==> config.mk <==
export PLATFORM = sky130hd
export DESIGN_NAME = pack_rotate
export DESIGN_NICKNAME = d
export VERILOG_FILES = /design/src/rtl/pack_rotate.sv
export SDC_FILE = /design/constraint.sdc
export NUM_CORES = 1
export LEC_CHECK = 0
export ABC_AREA = 1
export CORE_ASPECT_RATIO = 1.2
export CORE_MARGIN = 2
export CORE_UTILIZATION = 60
export CTS_CLUSTER_DIAMETER = 120
export CTS_CLUSTER_SIZE = 20
export DETAILED_ROUTE_END_ITERATION = 10
export HOLD_SLACK_MARGIN = 0.03
export PLACE_DENSITY = 0.95
export SYNTH_ARGS = -nofsm -noshare
export SYNTH_HDL_FRONTEND = slang
export SYNTH_SLANG_ARGS = --single-unit
==> constraint.sdc <==
create_clock -name CLK -period 3.28 [get_ports CLK]
set_input_delay 0.492 -clock CLK [delete_from_list [all_inputs] [get_ports CLK]]
set_output_delay 0.492 -clock CLK [all_outputs]
set_load 0.01 [all_outputs]
==> src/rtl/pack_rotate.sv <==
// Byte packer: transforms each accepted byte (pass / bit-reverse / rotate) and packs
// N of them into one output word, first byte in the most significant lane.
module pack_rotate #(
  parameter int unsigned W = 8,
  parameter int unsigned N = 2
) (
  input  logic                   CLK,
  input  logic                   RST,
  input  logic                   IN_VALID,
  output logic                   IN_READY,
  input  logic [W-1:0]           IN_DATA,
  input  logic [1:0]             MODE,
  input  logic [$clog2(W)-1:0]   AMT,
  input  logic                   FLUSH,
  output logic                   OUT_VALID,
  input  logic                   OUT_READY,
  output logic [N*W-1:0]         OUT_WORD,
  output logic                   OUT_PARTIAL,
  output logic [$clog2(N+1)-1:0] COUNT
);

  localparam int unsigned AW = $clog2(W);
  localparam int unsigned CW = $clog2(N + 1);

  typedef enum logic {FILL = 1'b0, HOLD = 1'b1} state_t;

  state_t          state, state_d;
  logic [CW-1:0]   count, count_d;
  logic [N*W-1:0]  fill, fill_d;
  logic [N*W-1:0]  word_q, word_d;
  logic            part_q, part_d;
  logic            valid_q;
  logic [W-1:0]    byte_t;
  logic            accept;
  int unsigned     cnt;

  // Per-byte transform selected by mode; rotate amount is taken modulo W.
  function automatic logic [W-1:0] xform(input logic [W-1:0] d, input logic [1:0] m,
                                          input logic [AW-1:0] a);
    logic [W-1:0]   r;
    logic [2*W-1:0] dd;
    int unsigned    k;
    k  = 32'(a) % W;
    dd = {d, d};
    r  = d;
    case (m)
      2'b01: for (int i = 0; i < int'(W); i++) r[i] = d[int'(W) - 1 - i];
      2'b10: begin
        dd = dd << k;
        r  = dd[2*W-1:W];
      end
      2'b11: begin
        dd = dd >> k;
        r  = dd[W-1:0];
      end
      default: r = d;
    endcase
    return r;
  endfunction

  assign IN_READY    = !RST && ((state == FILL) || OUT_READY);
  assign OUT_VALID   = valid_q;
  assign OUT_WORD    = word_q;
  assign OUT_PARTIAL = part_q;
  assign COUNT       = count;

  always_ff @(posedge CLK or posedge RST) begin
    if (RST) begin
      state   <= FILL;
      count   <= '0;
      fill    <= '0;
      word_q  <= '0;
      part_q  <= 1'b0;
      valid_q <= 1'b0;
    end else begin
      state   <= state_d;
      count   <= count_d;
      fill    <= fill_d;
      word_q  <= word_d;
      part_q  <= part_d;
      valid_q <= (state_d == HOLD);
    end
  end

  // Next-state and datapath; the fill register is always zero when a word starts.
  always_comb begin
    state_d = state;
    count_d = count;
    fill_d  = fill;
    word_d  = word_q;
    part_d  = part_q;
    byte_t  = xform(IN_DATA, MODE, AMT);
    accept  = IN_VALID && IN_READY;
    cnt     = 32'(count);
    case (state)
      FILL: begin
        if (accept) begin
          fill_d[(N-1-cnt)*W +: W] = byte_t;
          count_d = CW'(cnt + 1);
          if ((cnt + 1 == N) || FLUSH) begin
            word_d  = fill_d;
            part_d  = (cnt + 1 < N);
            fill_d  = '0;
            count_d = '0;
            state_d = HOLD;
          end
        end else if (FLUSH && (cnt != 0)) begin
          word_d  = fill;
          part_d  = 1'b1;
          fill_d  = '0;
          count_d = '0;
          state_d = HOLD;
        end
      end
      HOLD: begin
        if (OUT_READY) begin
          if (accept) begin
            if (N == 1) begin
              word_d = '0;
              word_d[(N-1)*W +: W] = byte_t;
              part_d = 1'b0;
            end else begin
              fill_d[(N-1)*W +: W] = byte_t;
              count_d = CW'(1);
              state_d = FILL;
            end
          end else begin
            state_d = FILL;
          end
        end
      end
      default: state_d = FILL;
    endcase
  end

endmodule
* After elaboration in Yosys (flattened, before gate mapping)
Cells that the tools add are included.
** Word-level totals
- Register bits after elaboration :: 36
- Input bits :: 18
- Output and inout bits :: 21
** Cells by class
- Add/subtract/negate cells :: 3
- Magnitude comparators :: 1
- Equal/unequal tests :: 8
- Shift operators :: 4
- Mux-type cells :: 25
- Bitwise logic cells :: 1
- Reductions and logical operators :: 11
** Operator list (count)
- two-way mux 16 bit :: 6
- negation 32 -> 34 bit :: 1
- variable shift 8 x 34 -> 16 bit (first input constant) :: 1
- variable part select 8 x 34 -> 16 bit :: 1
- == test 32 x 2 -> 1 bit (second input constant) :: 1
- one-hot mux 8 bit (3 select lines) :: 1
- bitwise mux 16 bit :: 1
- two-way mux 8 bit :: 2
- one-hot mux 8 bit (2 select lines) :: 1
- left shift 16 x 3 -> 16 bit :: 1
- >> shifter 16 x 3 -> 8 bit :: 1
- two-way mux 2 bit :: 5
- two-way mux 1 bit :: 7
- AND reduction 3 bit :: 2
- == test 2 bit (second input constant) :: 2
- inequality test 2 x 1 -> 1 bit (second input constant) :: 2
- one-hot mux 2 bit (2 select lines) :: 1
- nonzero test 2 bit :: 2
- adder 2 x 1 -> 3 bit (second input constant) :: 1
- logical AND 1 bit :: 3
- less-than comparator 3 x 2 -> 1 bit (second input constant) :: 1
- inequality test 3 x 2 -> 1 bit (second input constant) :: 1
- subtractor 1 x 2 -> 3 bit (first input constant) :: 1
- == test 2 x 1 -> 1 bit (second input constant) :: 1
- other kinds (6) :: 7

* Longest topological paths before layout
- Word-level depth :: 7
- Mapped depth :: 12
- Depth with buffers taken out :: 11

* Worst setup path after synthesis
No wires, ideal clock.
- Path type :: flip-flop to flip-flop
- From :: register count[0] (netlist: COUNT[0])
- To :: register fill[10]
- Library setup time :: 77 ps
- Arrival time :: 1701 ps
- Data required time :: 3203 ps
- Path slack :: 1502 ps
- Stages on the path, launching flop included :: 8
- Clock period less this slack :: 1778 ps
- Cells stage by stage :: dfrtp_1 > inv_1 > ha_1 > nor3_1 > nand3_1 > nand2_1 > nand2_1 > a21oi_1
** Between the ends
- Longest elaborated chain between the ends :: 7
- Elaborated cells on any way between the ends :: 15
** Ends and longest elaborated chain
- start: declaration :: line 28 : logic [CW-1:0] count, count_d;
- start signal: assignment :: line 77 : count <= count_d;
- subtractor 1 x 2 -> 3 bit :: line 98 : fill_d[(N-1-cnt)*W +: W] = byte_t;
- negation 32 -> 34 bit :: line 98
- variable part select 8 x 34 -> 16 bit / variable shift 8 x 34 -> 16 bit (equally long branches) :: line 98
- bitwise mux 16 bit :: line 98
- two-way mux 16 bit :: line 100 : if ((cnt + 1 == N) || FLUSH) begin
- two-way mux 16 bit :: line 97 : if (accept) begin
- one-hot mux 8 bit (2 select lines) :: line 95 : case (state)
- end signal: assignment :: line 78 : fill <= fill_d;
- end: declaration :: line 29 : logic [N*W-1:0] fill, fill_d;
Several ways; a longest one is shown, not always the timed one.
A chain may end at the register's enable or synchronous reset.

==> report_table.html <==
<table>
<tr><th>Metric</th><th>Value</th></tr>
<tr><th colspan="2">Global route</th></tr>
<tr><td>Via count of the first global-routing pass</td><td>2933</td></tr>
<tr><td>Antenna violations before repair</td><td>0</td></tr>
<tr><td>Total grt overflow</td><td>0</td></tr>
<tr><td>Global Route Usage Sum</td><td>0.3205</td></tr>
<tr><td>Pin count of the biggest net entering global routing</td><td>37</td></tr>
<tr><td>Global-route wire length before repair</td><td>12940 um</td></tr>
<tr><th colspan="2">Synth</th></tr>
<tr><td>Net count after synthesis</td><td>451</td></tr>
<tr><td>Cells after Synth</td><td>429</td></tr>
<tr><td>Yosys top cell by area</td><td>sky130_fd_sc_hd__dfrtp_1</td></tr>
<tr><td>Sequential cell area fraction in the yosys report</td><td>0.3213</td></tr>
<tr><td>Average cell area after synthesis</td><td>6.536 um^2</td></tr>
<tr><td>Number of synthesized register bits</td><td>36</td></tr>
<tr><td>Count of yosys warnings during synthesis</td><td>0</td></tr>
<tr><td>Library cells used by synthesis</td><td>26</td></tr>
<tr><td>Post-synth top area share</td><td>0.3213</td></tr>
<tr><td>Synth area leaders</td><td>sky130_fd_sc_hd__dfrtp_1, sky130_fd_sc_hd__nand2_1, sky130_fd_sc_hd__nand3_1</td></tr>
<tr><td>Combined area of all synthesized cells</td><td>0.002804 mm^2</td></tr>
<tr><th colspan="2">Cells and area</th></tr>
<tr><td>Most common cell after layout, fill and taps aside</td><td>sky130_fd_sc_hd__nand2_1</td></tr>
<tr><td>Fillers</td><td>372</td></tr>
<tr><td>Post-synthesis to final-layout area growth</td><td>16.33%</td></tr>
<tr><td>Fraction of final layout cells with drive strength greater than 1</td><td>0.08207</td></tr>
<tr><td>Net total in the final layout</td><td>484</td></tr>
<tr><td>Commonest cells after routing, fill and taps aside</td><td>sky130_fd_sc_hd__nand2_1, sky130_fd_sc_hd__nand3_1, sky130_fd_sc_hd__clkdlybuf4s50_1, sky130_fd_sc_hd__inv_1, sky130_fd_sc_hd__dfrtp_1</td></tr>
<tr><td>Diodes inserted</td><td>0</td></tr>
<tr><td>Final cell area excluding filler cells</td><td>0.003262 mm^2</td></tr>
<tr><th colspan="2">Power and ir drop</th></tr>
<tr><td>Switching power</td><td>1.035 mW</td></tr>
<tr><td>Post-layout total power</td><td>2.406 mW</td></tr>
<tr><td>Combinational share of power</td><td>0.517</td></tr>
<tr><td>Areal power density over the cells</td><td>737.7 mW/mm^2</td></tr>
<tr><td>Leakage power</td><td>1.668 nW</td></tr>
<tr><td>Switching part of the total power</td><td>0.4300</td></tr>
<tr><td>Share of total power in sequential cells</td><td>0.317</td></tr>
<tr><td>Internal cell power</td><td>1.372 mW</td></tr>
<tr><td>Maximum VDD drop</td><td>0.0006868 V</td></tr>
<tr><td>Clock group share of total power</td><td>0.166</td></tr>
<tr><th colspan="2">Timing</th></tr>
<tr><td>Max-Slew Margin vs Limit</td><td>0.4813</td></tr>
<tr><td>Portion of the clock cycle consumed by the worst path in the final layout</td><td>0.7284</td></tr>
<tr><td>Clk_skew</td><td>13.06 ps</td></tr>
<tr><td>Final worst hold slack</td><td>483.7 ps</td></tr>
<tr><td>Highest Clock Rate</td><td>418.6 MHz</td></tr>
<tr><td>Fin Setup TNS</td><td>0 ps</td></tr>
<tr><td>Number of setup violations in the final report</td><td>0</td></tr>
<tr><td>Final hold violation count</td><td>0</td></tr>
<tr><td>Period minus WS final</td><td>2389 ps</td></tr>
<tr><td>RSZ-0062 raised after global routing</td><td>false</td></tr>
<tr><td>Pins over their slew limit</td><td>0</td></tr>
<tr><td>Measured slew at the worst slew-check pin</td><td>772.2 ps</td></tr>
<tr><th colspan="2">Drt</th></tr>
<tr><td>Initial DRC Count</td><td>345</td></tr>
<tr><td>Top Metal Used</td><td>met4</td></tr>
<tr><td>DRC violation count after routing</td><td>0</td></tr>
<tr><td>Vias/cell</td><td>5.942</td></tr>
<tr><td>Detailed-route wire length</td><td>7862 um</td></tr>
<tr><td>Routed met1 length</td><td>3068 um</td></tr>
<tr><td>Routed length on met2</td><td>4050 um</td></tr>
<tr><td>Wirelength per Cell</td><td>15.09 um</td></tr>
<tr><td>Detailed-router iteration count before antenna repair</td><td>5</td></tr>
<tr><td>Total number of vias</td><td>3096</td></tr>
<tr><td>Remaining antenna violation count after routing</td><td>0</td></tr>
<tr><td>Met3 WL</td><td>483 um</td></tr>
<tr><th colspan="2">Place</th></tr>
<tr><td>Final HPWL from detailed placement</td><td>5652 um</td></tr>
<tr><td>PortBufs</td><td>38</td></tr>
<tr><td>RePlAce Congestion</td><td>0.9557</td></tr>
<tr><td>Area of placed instances</td><td>0.003154 mm^2</td></tr>
<tr><th colspan="2">Floorplanning</th></tr>
<tr><td>Die Wd</td><td>66.41 um</td></tr>
<tr><td>I/O pin total</td><td>39</td></tr>
<tr><td>DIE HEIGHT</td><td>78.89 um</td></tr>
<tr><td>Total Die Area</td><td>0.005238 mm^2</td></tr>
<tr><td>Core outline area</td><td>0.004561 mm^2</td></tr>
<tr><td>Starting density of the core</td><td>0.6148</td></tr>
<tr><td>Count of standard-cell rows</td><td>27</td></tr>
<tr><th colspan="2">Worst setup path</th></tr>
<tr><td>Number of buffer and inverter stages on the critical path</td><td>2</td></tr>
<tr><td>CP peak stage delay</td><td>660 ps</td></tr>
<tr><td>Cell family with the largest share of critical-path delay</td><td>simple AND/OR/NAND/NOR gates</td></tr>
<tr><td>Register-to-register path setup slack</td><td>890 ps</td></tr>
<tr><td>Critical-path top delay cell</td><td>sky130_fd_sc_hd__dfrtp_1</td></tr>
<tr><td>Cell-by-cell trace of the critical path</td><td>inv_2, nor2_2, nor2_4, nand2_4, nor2_2, nor2_4, inv_2, a21oi_1, a21oi_1</td></tr>
<tr><td>Kind of end point of the critical path</td><td>flop</td></tr>
<tr><td>Critical Path Source Type</td><td>flop</td></tr>
<tr><td>Kind of critical path</td><td>flop to flop</td></tr>
<tr><td>Data arrival, critical path</td><td>2570 ps</td></tr>
<tr><td>Largest driver fanout on the critical path</td><td>23</td></tr>
<tr><td>Worst Path Required</td><td>3460 ps</td></tr>
<tr><th colspan="2">CTS</th></tr>
<tr><td>Setup fix buffers added after clock tree synthesis</td><td>0</td></tr>
<tr><td>Number of H-tree levels</td><td>2</td></tr>
<tr><td>Maximum root-to-sink buffer count</td><td>2</td></tr>
<tr><td>Clock transition at the registers of the reported paths</td><td>80 ps</td></tr>
<tr><td>Clock tree from TritonCTS</td><td>done</td></tr>
<tr><td>Cell chosen for the clock root</td><td>sky130_fd_sc_hd__clkbuf_8</td></tr>
<tr><td>Clock latency at the later pin of the worst-skew pair</td><td>300 ps</td></tr>
<tr><td>Number of clock sinks seen by CTS</td><td>36</td></tr>
<tr><td>Number of gates given a new drive strength after cts</td><td>0</td></tr>
<tr><td>CTS Buf Count</td><td>5</td></tr>
<tr><td>Hold_buf cts</td><td>0</td></tr>
<tr><th colspan="2">Min path</th></tr>
<tr><td>Type of the worst min-delay path</td><td>flop to flop</td></tr>
<tr><th colspan="2">Job</th></tr>
<tr><td>Number of max-cap violations</td><td>0</td></tr>
<tr><th colspan="2">Outcome</th></tr>
<tr><td>Result of the run</td><td>finished clean</td></tr>
</table>
## state kept, by name, indices dropped and copies added (netlist names)
name	flops
fill	16
OUT_PARTIAL	1
OUT_WORD	16
COUNT	2
OUT_VALID	1
## layer usage
metal	track usage	vias up
met5	0	-
met2	0.5620	145
met1	0.3674	1459
met3	0.05241	27
li1	-	1465
met4	0.1673	0
## final cells by class
type | count | area, um^2 | area share
clock inverters | 2 | 35.03 | 0.01074
multi-input cells | 337 | 1625 | 0.4983
repair buffers | 40 | 395.4 | 0.1212
inverters | 42 | 160.2 | 0.04910
clock buffers | 6 | 72.57 | 0.02225
well taps | 58 | 72.57 | 0.02225
flip-flops and latches | 36 | 900.9 | 0.2762
## worst reg2reg max path: stages, from the launching register on
cell and delay, ps:
sky130_fd_sc_hd__dfrtp_1 660, sky130_fd_sc_hd__inv_2 130, sky130_fd_sc_hd__nor2_2 150, sky130_fd_sc_hd__nor2_4 60, sky130_fd_sc_hd__nand2_4 240, sky130_fd_sc_hd__nor2_2 100, sky130_fd_sc_hd__nor2_4 390, sky130_fd_sc_hd__inv_2 260
sky130_fd_sc_hd__a21oi_1 190, sky130_fd_sc_hd__a21oi_1 90
## through the flow
| step | util | setup WS [ps] | cells |
|---|---|---|---|
| 2_1_floorplan | - | 1502 | 429 |
| 3_3_place_gp | 0.6916 | 752.8 | 513 |
| 3_5_place_dp | 0.6916 | 711.6 | 513 |
| 4_1_cts | 0.7152 | 905.5 | 521 |
| 5_1_grt | 0.7152 | 712.7 | 521 |
| 6_report | 0.7152 | 890.9 | 521 |
## power by group through the flow
stage / registers (mW) / clock network (mW) / logic [mW]
final: 0.763 / 0.400 / 1.24
after detailed placement: 0.767 / 0 / 1.22
after global placement: 0.762 / 0 / 1.18
after CTS: 0.761 / 0.400 / 1.23
after floorplan: 0.780 / 0 / 0.768
after global routing: 0.781 / 0.419 / 1.37
## cells in the mapped netlist
| master | n |
|---|---|
| sky130_fd_sc_hd__a21oi_1 | 24 |
| sky130_fd_sc_hd__buf_1 | 1 |
| sky130_fd_sc_hd__buf_2 | 4 |
| sky130_fd_sc_hd__buf_4 | 2 |
| sky130_fd_sc_hd__buf_6 | 7 |
| sky130_fd_sc_hd__dfrtp_1 | 36 |
| sky130_fd_sc_hd__ha_1 | 4 |
| sky130_fd_sc_hd__inv_1 | 37 |
| sky130_fd_sc_hd__inv_2 | 4 |
| sky130_fd_sc_hd__inv_4 | 1 |
| sky130_fd_sc_hd__nand2_1 | 144 |
| sky130_fd_sc_hd__nand2_4 | 3 |
| sky130_fd_sc_hd__nand3_1 | 89 |
| sky130_fd_sc_hd__nand3_2 | 7 |
| sky130_fd_sc_hd__nor2_1 | 15 |
| sky130_fd_sc_hd__nor2_2 | 2 |
| sky130_fd_sc_hd__nor2_4 | 2 |
| sky130_fd_sc_hd__nor3_1 | 1 |
| sky130_fd_sc_hd__nor3_2 | 1 |
| sky130_fd_sc_hd__nor4_1 | 1 |
| sky130_fd_sc_hd__o21ai_0 | 10 |
| sky130_fd_sc_hd__o21ai_1 | 17 |
| sky130_fd_sc_hd__o21ai_2 | 1 |
| sky130_fd_sc_hd__o21bai_1 | 7 |
| sky130_fd_sc_hd__or2_1 | 1 |
| sky130_fd_sc_hd__or2_2 | 8 |
## cells by family (layout without fill, tap and decap cells)
kind of cell / count (synthesis) / after routing / synth area share
flip-flops: 36 / 36 / 0.3213
AND/OR/NAND/NOR: 274 / 274 / 0.4489
buffers and inverters: 56 / 90 / 0.09906
adder cells (fa/ha/maj): 4 / 4 / 0.01785
AO/OA/AOI/OAI: 59 / 59 / 0.1129
## final timing paths
check,start,endpoint,cells past startpoint
max,OUT_VALID,OUT_WORD[5],9
min,OUT_WORD[15],OUT_WORD[15],2
max reg2reg,OUT_VALID,OUT_WORD[5],9
min reg2reg,OUT_WORD[15],OUT_WORD[15],2
max in group asynchronous,RST,OUT_WORD[4],3
min in group asynchronous,RST,OUT_VALID,3
(Power assumes the default switching activity.)
==> RTL change (config.mk and constraints unchanged) <==
Put one more register stage on the output `COUNT`, without a reset. The value now appears one clock later. The other outputs are not delayed to match.
--- a/src/rtl/pack_rotate.sv
+++ b/src/rtl/pack_rotate.sv
@@ -62,7 +62,9 @@
   assign OUT_VALID   = valid_q;
   assign OUT_WORD    = word_q;
   assign OUT_PARTIAL = part_q;
-  assign COUNT       = count;
+  always_ff @(posedge CLK) begin
+    COUNT <= count;
+  end
 
   always_ff @(posedge CLK or posedge RST) begin
     if (RST) begin
Behaviour: not the same (a bounded check fails within 4 cycles, from zero or initial values and one cycle with RST high).
==> RTL change against the original RTL <==
Synthesized area up 1.2%. Routed wire length down 11%. Power down 4.0%. Design area up 0.84%. Worst setup slack better by 0.058 ns. Clock power down 24%. Sequential cell count up 2. Critical path type unchanged. Largest cell class unchanged.
==> RTL change: results (changes against the original RTL) <==
Parameter                              Value

GRT
  Vias in the first global route    2,828 (-3.6%)
  Number of antenna violations at the first check in global routing    0 (unchanged)
  Wire length of the first global-routing pass    12,100 µm (-6.4%)
  GRT Total Usage    29.0% (-3.0 points)

Final layout
  Number of nets in the layout    490 (+1.2%)
  Fraction of layout instances using a drive strength above 1    7.05% (-1.2 points)
  Fill cell count    384 (+3.2%)

Pwr
  Internal Pwr Total    1330 µW (-3.1%)
  Leakage power summed over all cells    0.00166 µW (-0.48%)
  Max VDD drop    0.000251 V (-63%)

Logic synthesis
  Number of nets in the synthesized netlist    457 (+1.3%)
  Share of the synthesized area in compound gates (AO/OA/AOI/OAI)    10.2% (-1.1 points)
  Proportion of synthesized chip area in sequential cells    33.1% (+1.0 points)
  Main area contributors after synthesis    sky130_fd_sc_hd__dfrtp_1, sky130_fd_sc_hd__nand2_1, sky130_fd_sc_hd__nand3_1, sky130_fd_sc_hd__inv_1, sky130_fd_sc_hd__a21oi_1
  Cell types with the highest counts after synthesis    sky130_fd_sc_hd__nand2_1, sky130_fd_sc_hd__nand3_1, sky130_fd_sc_hd__inv_1
  Share of synthesized registers carrying an async set or reset    94.7% (-5.3 points)
  Synth cell types    29 (+12%)
  Arithmetic-cell share of the synthesized area counting full adders, half adders and majority gates    1.76% (-0.022 points)
  Proportion of synthesized area in mux cells    0% (unchanged)

STA
  Clock skew after layout    0.00737 ns (-0.00569 ns)
  Slew Limit Headroom    49.9% (+1.8 points)

Place
  Routability cong.    0.910 (-4.8%)
  HPWL Detailed    5300 µm (-6.3%)
  Post-Place Cell Area    3210 µm² (+1.8%)

Critical path
  Arrival time at the worst endpoint    2.50 ns (-0.07 ns)
  Worst reg-to-reg setup slack    0.95 ns (+0.06 ns)

Drt
  Number of vias after detailed routing    3,021 (-2.4%)
  Wire length per cell    13.3 µm (-12%)
  Number of violations reported at the end of detailed-routing iteration 0    335 (-2.9%)

Status
  Result of the run    complete, no violations
RTL change: kinds of logic (layout without fill, tap and decap cells):
group,Yosys count,in the layout
AO/OA/AOI/OAI,56,56
AND/OR/NAND/NOR,276,276
buffers and inverters,61,94
adder cells (fa/ha/maj),4,4
flip-flops,38,38
RTL change: worst max-delay path, stage by stage (launching register included):
cell and delay [ns]:
sky130_fd_sc_hd__dfrtp_1 0.56, sky130_fd_sc_hd__inv_2 0.18, sky130_fd_sc_hd__nor2_2 0.06, sky130_fd_sc_hd__nor2_4 0.11
sky130_fd_sc_hd__nand2_4 0.19, sky130_fd_sc_hd__nand2_2 0.14, sky130_fd_sc_hd__nand2_4 0.10, sky130_fd_sc_hd__nor2_4 0.38
sky130_fd_sc_hd__inv_2 0.21, sky130_fd_sc_hd__a21oi_1 0.18, sky130_fd_sc_hd__a21oi_1 0.09
RTL change: worst paths after layout:
check	startpoint	end	cells past startpoint
worst max-delay path	OUT_VALID	OUT_WORD[6]	10
worst min-delay path	count[1]	COUNT[1]	0
worst max register to register	OUT_VALID	OUT_WORD[6]	10
worst min register to register	count[1]	COUNT[1]	0
max in group asynchronous	RST	OUT_WORD[11]	3
min in group asynchronous	RST	count[1]	3
RTL change: area by class of cell:
cell class	instances	area [µm²]	share of cell area (%)
clock buffers	5	68.8	2.09
clock inverters	2	10.0	0.304
inverters	47	179	5.44
multi-input cells	336	1620	49.3
flip-flops and latches	38	941	28.6
well taps	58	72.6	2.21
repair buffers	40	395	12.0
RTL change: through the flow:
| step | hold slack (ns) | setup slack, ns | instances |
|---|---|---|---|
| 6_report | 0.375 | 0.949 | 526 |
| 5_1_grt | 0.390 | 0.708 | 526 |
| 3_5_place_dp | 0.360 | 0.677 | 519 |
| 3_3_place_gp | 0.351 | 0.823 | 519 |
| 2_1_floorplan | 0.347 | 1.57 | 435 |
| 4_1_cts | 0.376 | 0.952 | 526 |
RTL change: power by group through the flow:
stage          logic (µW)  registers [µW]  clock network [µW]
3_3_place_gp         1160             791                   0
5_1_grt              1350             823                 325
3_5_place_dp         1190             806                   0
6_report             1210             799                 304
2_1_floorplan         764             827                   0
4_1_cts              1200             796                 302
RTL change: routing by layer:
metal | up-vias | track usage (%) | part of all wire [%]
met2 | 153 | 50.6 | 50
met4 | 0 | 13.5 | 2.6
met5 | - | 0 | 0
li1 | 1484 | - | -
met1 | 1360 | 34.6 | 40
met3 | 24 | 4.11 | 7.0
